===== src/rtl/axis_oscilloscope_reader.sv =====
// axis_oscilloscope_reader: streams a ring-buffer capture out of BRAM onto AXI4-Stream in time order.
// Ports:
//   aclk, aresetn          clock and synchronous active-low reset
//   start_flag             level start request, honoured only while idle
//   start_addr, len_data   first ring address and word count minus one, sampled at start
//   sts_data               {words_sent, busy}
//   bram_porta_*           read port of the capture BRAM (1-cycle read latency)
//   m_axis_*               AXI4-Stream master carrying the samples, tlast on the final word
module axis_oscilloscope_reader #(
    parameter int AXIS_TDATA_WIDTH = 32,
    parameter int CNTR_WIDTH       = 12
) (
    input  logic                        aclk,
    input  logic                        aresetn,
    input  logic                        start_flag,
    input  logic [CNTR_WIDTH-1:0]       start_addr,
    input  logic [CNTR_WIDTH-1:0]       len_data,
    output logic [CNTR_WIDTH:0]         sts_data,
    output logic                        bram_porta_clk,
    output logic                        bram_porta_rst,
    output logic [CNTR_WIDTH-1:0]       bram_porta_addr,
    input  logic [AXIS_TDATA_WIDTH-1:0] bram_porta_rddata,
    output logic [AXIS_TDATA_WIDTH-1:0] m_axis_tdata,
    output logic                        m_axis_tvalid,
    input  logic                        m_axis_tready,
    output logic                        m_axis_tlast
);

    typedef enum logic [1:0] {IDLE, RUN, DRAIN} state_t;

    state_t                  state_q, state_d;
    logic [CNTR_WIDTH-1:0]   addr_q, addr_d;
    logic [CNTR_WIDTH-1:0]   remaining_q, remaining_d;
    logic [CNTR_WIDTH-1:0]   words_sent_q, words_sent_d;
    logic                    inflight_q, inflight_d;
    logic                    inflight_last_q, inflight_last_d;
    logic [1:0]              count_q, count_d;
    logic                    wr_ptr_q, wr_ptr_d;
    logic                    rd_ptr_q, rd_ptr_d;
    // Each buffer entry carries {last, data} so tlast travels with its word.
    logic [AXIS_TDATA_WIDTH:0] mem_q [2];

    logic       pop;
    logic       issue;
    logic [2:0] occupancy;

    assign pop       = m_axis_tvalid & m_axis_tready;
    // Words that will be held once the outstanding read lands; keeps the 2-entry buffer from overflowing.
    assign occupancy = {1'b0, count_q} + {2'b00, inflight_q} - {2'b00, pop};
    assign issue     = (state_q == RUN) && (occupancy < 3'd2);

    assign bram_porta_clk  = aclk;
    assign bram_porta_rst  = ~aresetn;
    assign bram_porta_addr = addr_q;
    assign m_axis_tvalid   = (count_q != 2'd0);
    assign m_axis_tdata    = mem_q[rd_ptr_q][AXIS_TDATA_WIDTH-1:0];
    assign m_axis_tlast    = m_axis_tvalid & mem_q[rd_ptr_q][AXIS_TDATA_WIDTH];
    assign sts_data        = {words_sent_q, state_q != IDLE};

    always_comb begin
        state_d         = state_q;
        addr_d          = addr_q;
        remaining_d     = remaining_q;
        words_sent_d    = words_sent_q + CNTR_WIDTH'(pop);
        inflight_d      = issue;
        inflight_last_d = issue && (remaining_q == '0);
        count_d         = count_q + {1'b0, inflight_q} - {1'b0, pop};
        wr_ptr_d        = wr_ptr_q ^ inflight_q;
        rd_ptr_d        = rd_ptr_q ^ pop;
        case (state_q)
            IDLE: begin
                if (start_flag) begin
                    state_d      = RUN;
                    addr_d       = start_addr;
                    remaining_d  = len_data;
                    words_sent_d = '0;
                end
            end
            RUN: begin
                if (issue) begin
                    addr_d      = addr_q + CNTR_WIDTH'(1);
                    remaining_d = remaining_q - CNTR_WIDTH'(1);
                    state_d     = (remaining_q == '0) ? DRAIN : RUN;
                end
            end
            DRAIN: begin
                if (pop && m_axis_tlast) state_d = IDLE;
            end
            default: state_d = IDLE;
        endcase
    end

    always_ff @(posedge aclk) begin
        if (!aresetn) begin
            state_q         <= IDLE;
            addr_q          <= '0;
            remaining_q     <= '0;
            words_sent_q    <= '0;
            inflight_q      <= 1'b0;
            inflight_last_q <= 1'b0;
            count_q         <= 2'd0;
            wr_ptr_q        <= 1'b0;
            rd_ptr_q        <= 1'b0;
        end else begin
            state_q         <= state_d;
            addr_q          <= addr_d;
            remaining_q     <= remaining_d;
            words_sent_q    <= words_sent_d;
            inflight_q      <= inflight_d;
            inflight_last_q <= inflight_last_d;
            count_q         <= count_d;
            wr_ptr_q        <= wr_ptr_d;
            rd_ptr_q        <= rd_ptr_d;
        end
    end

    // Read data arrives the cycle after an issue and is captured unconditionally then.
    always_ff @(posedge aclk) begin
        if (inflight_q) mem_q[wr_ptr_q] <= {inflight_last_q, bram_porta_rddata};
    end

endmodule


===== config.mk =====
export PLATFORM = sky130hd
export DESIGN_NAME = axis_oscilloscope_reader
export DESIGN_NICKNAME = d
export VERILOG_FILES = /design/src/rtl/axis_oscilloscope_reader.sv
export SDC_FILE = /design/constraint.sdc
export NUM_CORES = 1
export LEC_CHECK = 0
export CORE_AREA = 8 8 108 110
export DETAILED_ROUTE_END_ITERATION = 7
export DIE_AREA = 0 0 116 118
export PLACE_DENSITY = 0.79
export SLEW_MARGIN = 20
export SYNTH_ARGS = -nofsm -noshare
export SYNTH_HDL_FRONTEND = slang
export SYNTH_SLANG_ARGS = --single-unit

===== constraint.sdc =====
create_clock -name aclk -period 3.8 [get_ports aclk]
set_clock_uncertainty 0.2 [all_clocks]
set_input_delay 0.38 -clock aclk [delete_from_list [all_inputs] [get_ports aclk]]
set_output_delay 0.38 -clock aclk [all_outputs]
set_load 0.02 [all_outputs]

==> results.cfg <==
[synthesis]
ys_warn_count = 0
syn_area_mm2 = 0.004800
yosys_register_bits = 111
synth_top_area_cell = edfxtp_1
seq_area_frac_synth_pct = 60.06
mappedNetlistNets = 471
syn_avg_cell_area_um2 = 11.91
ys_top_cells_by_area = edfxtp_1 41%, dfxtp_1 19%, mux2_2 8.0%
synth_edf_count = 66
synth_top_area_share_pct = 41.29
ys_types = 53
syn_inst = 403
ys_async_sr_fraction_pct = 0
synth_ff_type = edfxtp_1

[die]
fp-row-count = 37
dieArea_mm2 = 0.01369
start_util_pct = 48.00
num_io_pins = 121
die_h_um = 118
core_area_mm2 = 0.01000
die_w_um = 116

[timing]
maxSlewViolCount = 0
fin_setup_tns_ps = 0
finalHoldViolCount = 0
maxSlewHeadroom_pct = 56.00
tightest_slew_ps = 654.9
rsz0062_at_grt = no
finalSetupViolCount = 0

[cells_and_area]
final_nets = 593
register_area_mm2 = 0.002883
antenna_cells = 0
multi_input_area_mm2 = 0.001803
fillers = 776
drive_gt1_share_pct = 13.21
layout_commonest_cell = clkdlybuf4s50_1
area_growth_pct = 32.92
layout_common_cells = 120 x clkdlybuf4s50_1, 66 x edfxtp_1, 45 x dfxtp_1
postLayoutCellArea_mm2 = 0.006380

[pwr]
pwr-share-comb_pct = 23.6
power.density_mw_per_mm2 = 453.6
switching_share_pct = 29.83
p_seq_share_pct = 49.4
peakVddDrop_mv = 0.2201
p_clk_share_pct = 27.0
leakage_nw = 2.231
internal_power_mw = 2.031
p_switching_mw = 0.8634

[placed_design]
place_congestion = 0.8502
placed_area_mm2 = 0.006158
port_buffers = 120
hpwl_um = 8117

[setup_path]
crit_required_ps = 3220
critPathKind = clock port to primary output
crit_path_start_kind = clock port
slowest_delay_ps = 530
worstPathArrival_ps = 2650
path_delay_family = buffers and inverters
cp_max_fo = 2
endpoint_kind = primary output
slowest_stage = clkdlybuf4s50_1
path_cells = clkbuf_8 > clkbuf_8 > clkdlybuf4s50_1
crit_buf_inv = 3
path_common_cell = clkbuf_8

[detailed_routing]
drt_iter0_drc = 243
drt_drc_violations_left = 0
dr_wl_met3_um = 823
vias = 3639
top_layer = met4
routed-wl-met2_um = 5311
viasPerCell = 5.464
detail_route.wl_per_cell_um = 17.01
drtPass1Iterations = 5
ant_nets = 0
finalWirelength_um = 11330
wirelength_met1_um = 4987

[global_route]
overflow = 0
grt_pass1_vias = 3704
grt_pass1_wl_um = 17930
grt_usage_pct = 16.50
grt_max_degree = 36
antenna_found_initial = 0

[cts]
postCtsSetupRepairBufs = 0
cts_resized = 0
cts_hold_buf = 0
cts.clk_slew.worst_paths_ps = 100
clk_latency_ps = 480
cts_tree = yes

[hold_path]
min_path_type = flip-flop to flip-flop

[run]
drv_cap = 0

[outcome]
status = finished, final reports clean
routing by layer:
metal	vias up	GRT usage, %
li1	1741	-
met1	1739	20.71
met2	141	25.99
met3	18	3.951
met4	0	7.786
met5	-	0
power by group through the flow:
stage	registers, mW	clock network [mW]	logic [mW]
after floorplan	1.46	0.0307	0.389
after global placement	1.45	0.0353	0.667
after detailed placement	1.45	0.0353	0.685
after CTS	1.43	0.797	0.688
after global routing	1.44	0.840	0.743
final	1.43	0.780	0.684
metrics by stage:
step | cells | setup slack, ps | hold slack, ps | total power [mW] | util (%)
floorplan | 403 | 1063 | 203.7 | 1.876 | -
detailed placement | 647 | 354.8 | 220.2 | 2.175 | 61.59
global route | 666 | 554.2 | 258.8 | 3.026 | 63.80
CTS | 666 | 554.8 | 240.5 | 2.913 | 63.80
finish | 666 | 566.0 | 244.3 | 2.894 | 63.80
global placement | 647 | 485.4 | 216.3 | 2.151 | 61.59
cells by family after synthesis:
group | synth area share, %
compound gates | 10.01
simple gates | 14.94
buf+inv | 2.372
flops | 60.06
mux | 8.186
fa+ha+maj | 2.242
xor+xnor | 2.190
sequential cells by signal, summed over array words and instances, names as in the netlist, named ones only:
register and flops:
bram_porta_addr 12, inflight_last_q 1, mem_q 66, words_sent_q 12, wr_ptr_q 1, state_q 2
inflight_q 1, count_q 2, remaining_q 12, rd_ptr_q 1
area by class of cell:
| type | count | area share, % |
|---|---|---|
| flip-flops and latches | 111 | 45.19 |
| multi-input cells | 263 | 28.26 |
| repair buffers | 129 | 19.85 |
| clock buffers | 14 | 2.804 |
| well taps | 136 | 2.667 |
| clock inverters | 6 | 0.8237 |
| inverters | 7 | 0.4118 |
final timing paths:
path	start	endpoint	slack (ps)	cells after the start
setup / recovery	aclk	bram_porta_clk	570	3
hold / removal	inflight_last_q	mem_q[1][32]	240	0
setup reg to reg	count_q[1]	remaining_q[0]	790	8
hold reg to reg	inflight_last_q	mem_q[1][32]	240	0
synthesized netlist by cell type, types with 2 or more instances:
library cell and instances:
or2_2 2, nor3_1 8, o21ai_0 20, or3b_1 2, o22ai_1 3, xnor2_1 6, nand4_1 7, ha_1 7
nand3b_1 2, or3b_2 3, nand2b_1 3, a21o_1 7, a21oi_1 23, xor2_1 6, nor2_1 30, edfxtp_1 66
and2_1 9, nand3_1 12, a211oi_1 4, and3_1 9, o31a_1 3, nand2_1 21, inv_1 7, nor4_1 3
o2111ai_1 2, a31oi_1 5, nor2b_1 2, and4_1 3, or3_1 2, nand4b_1 3, clkbuf_1 19, nor3b_1 6
dfxtp_1 45, mux2_2 34
Note: power is estimated with default switching activity, not from simulation.
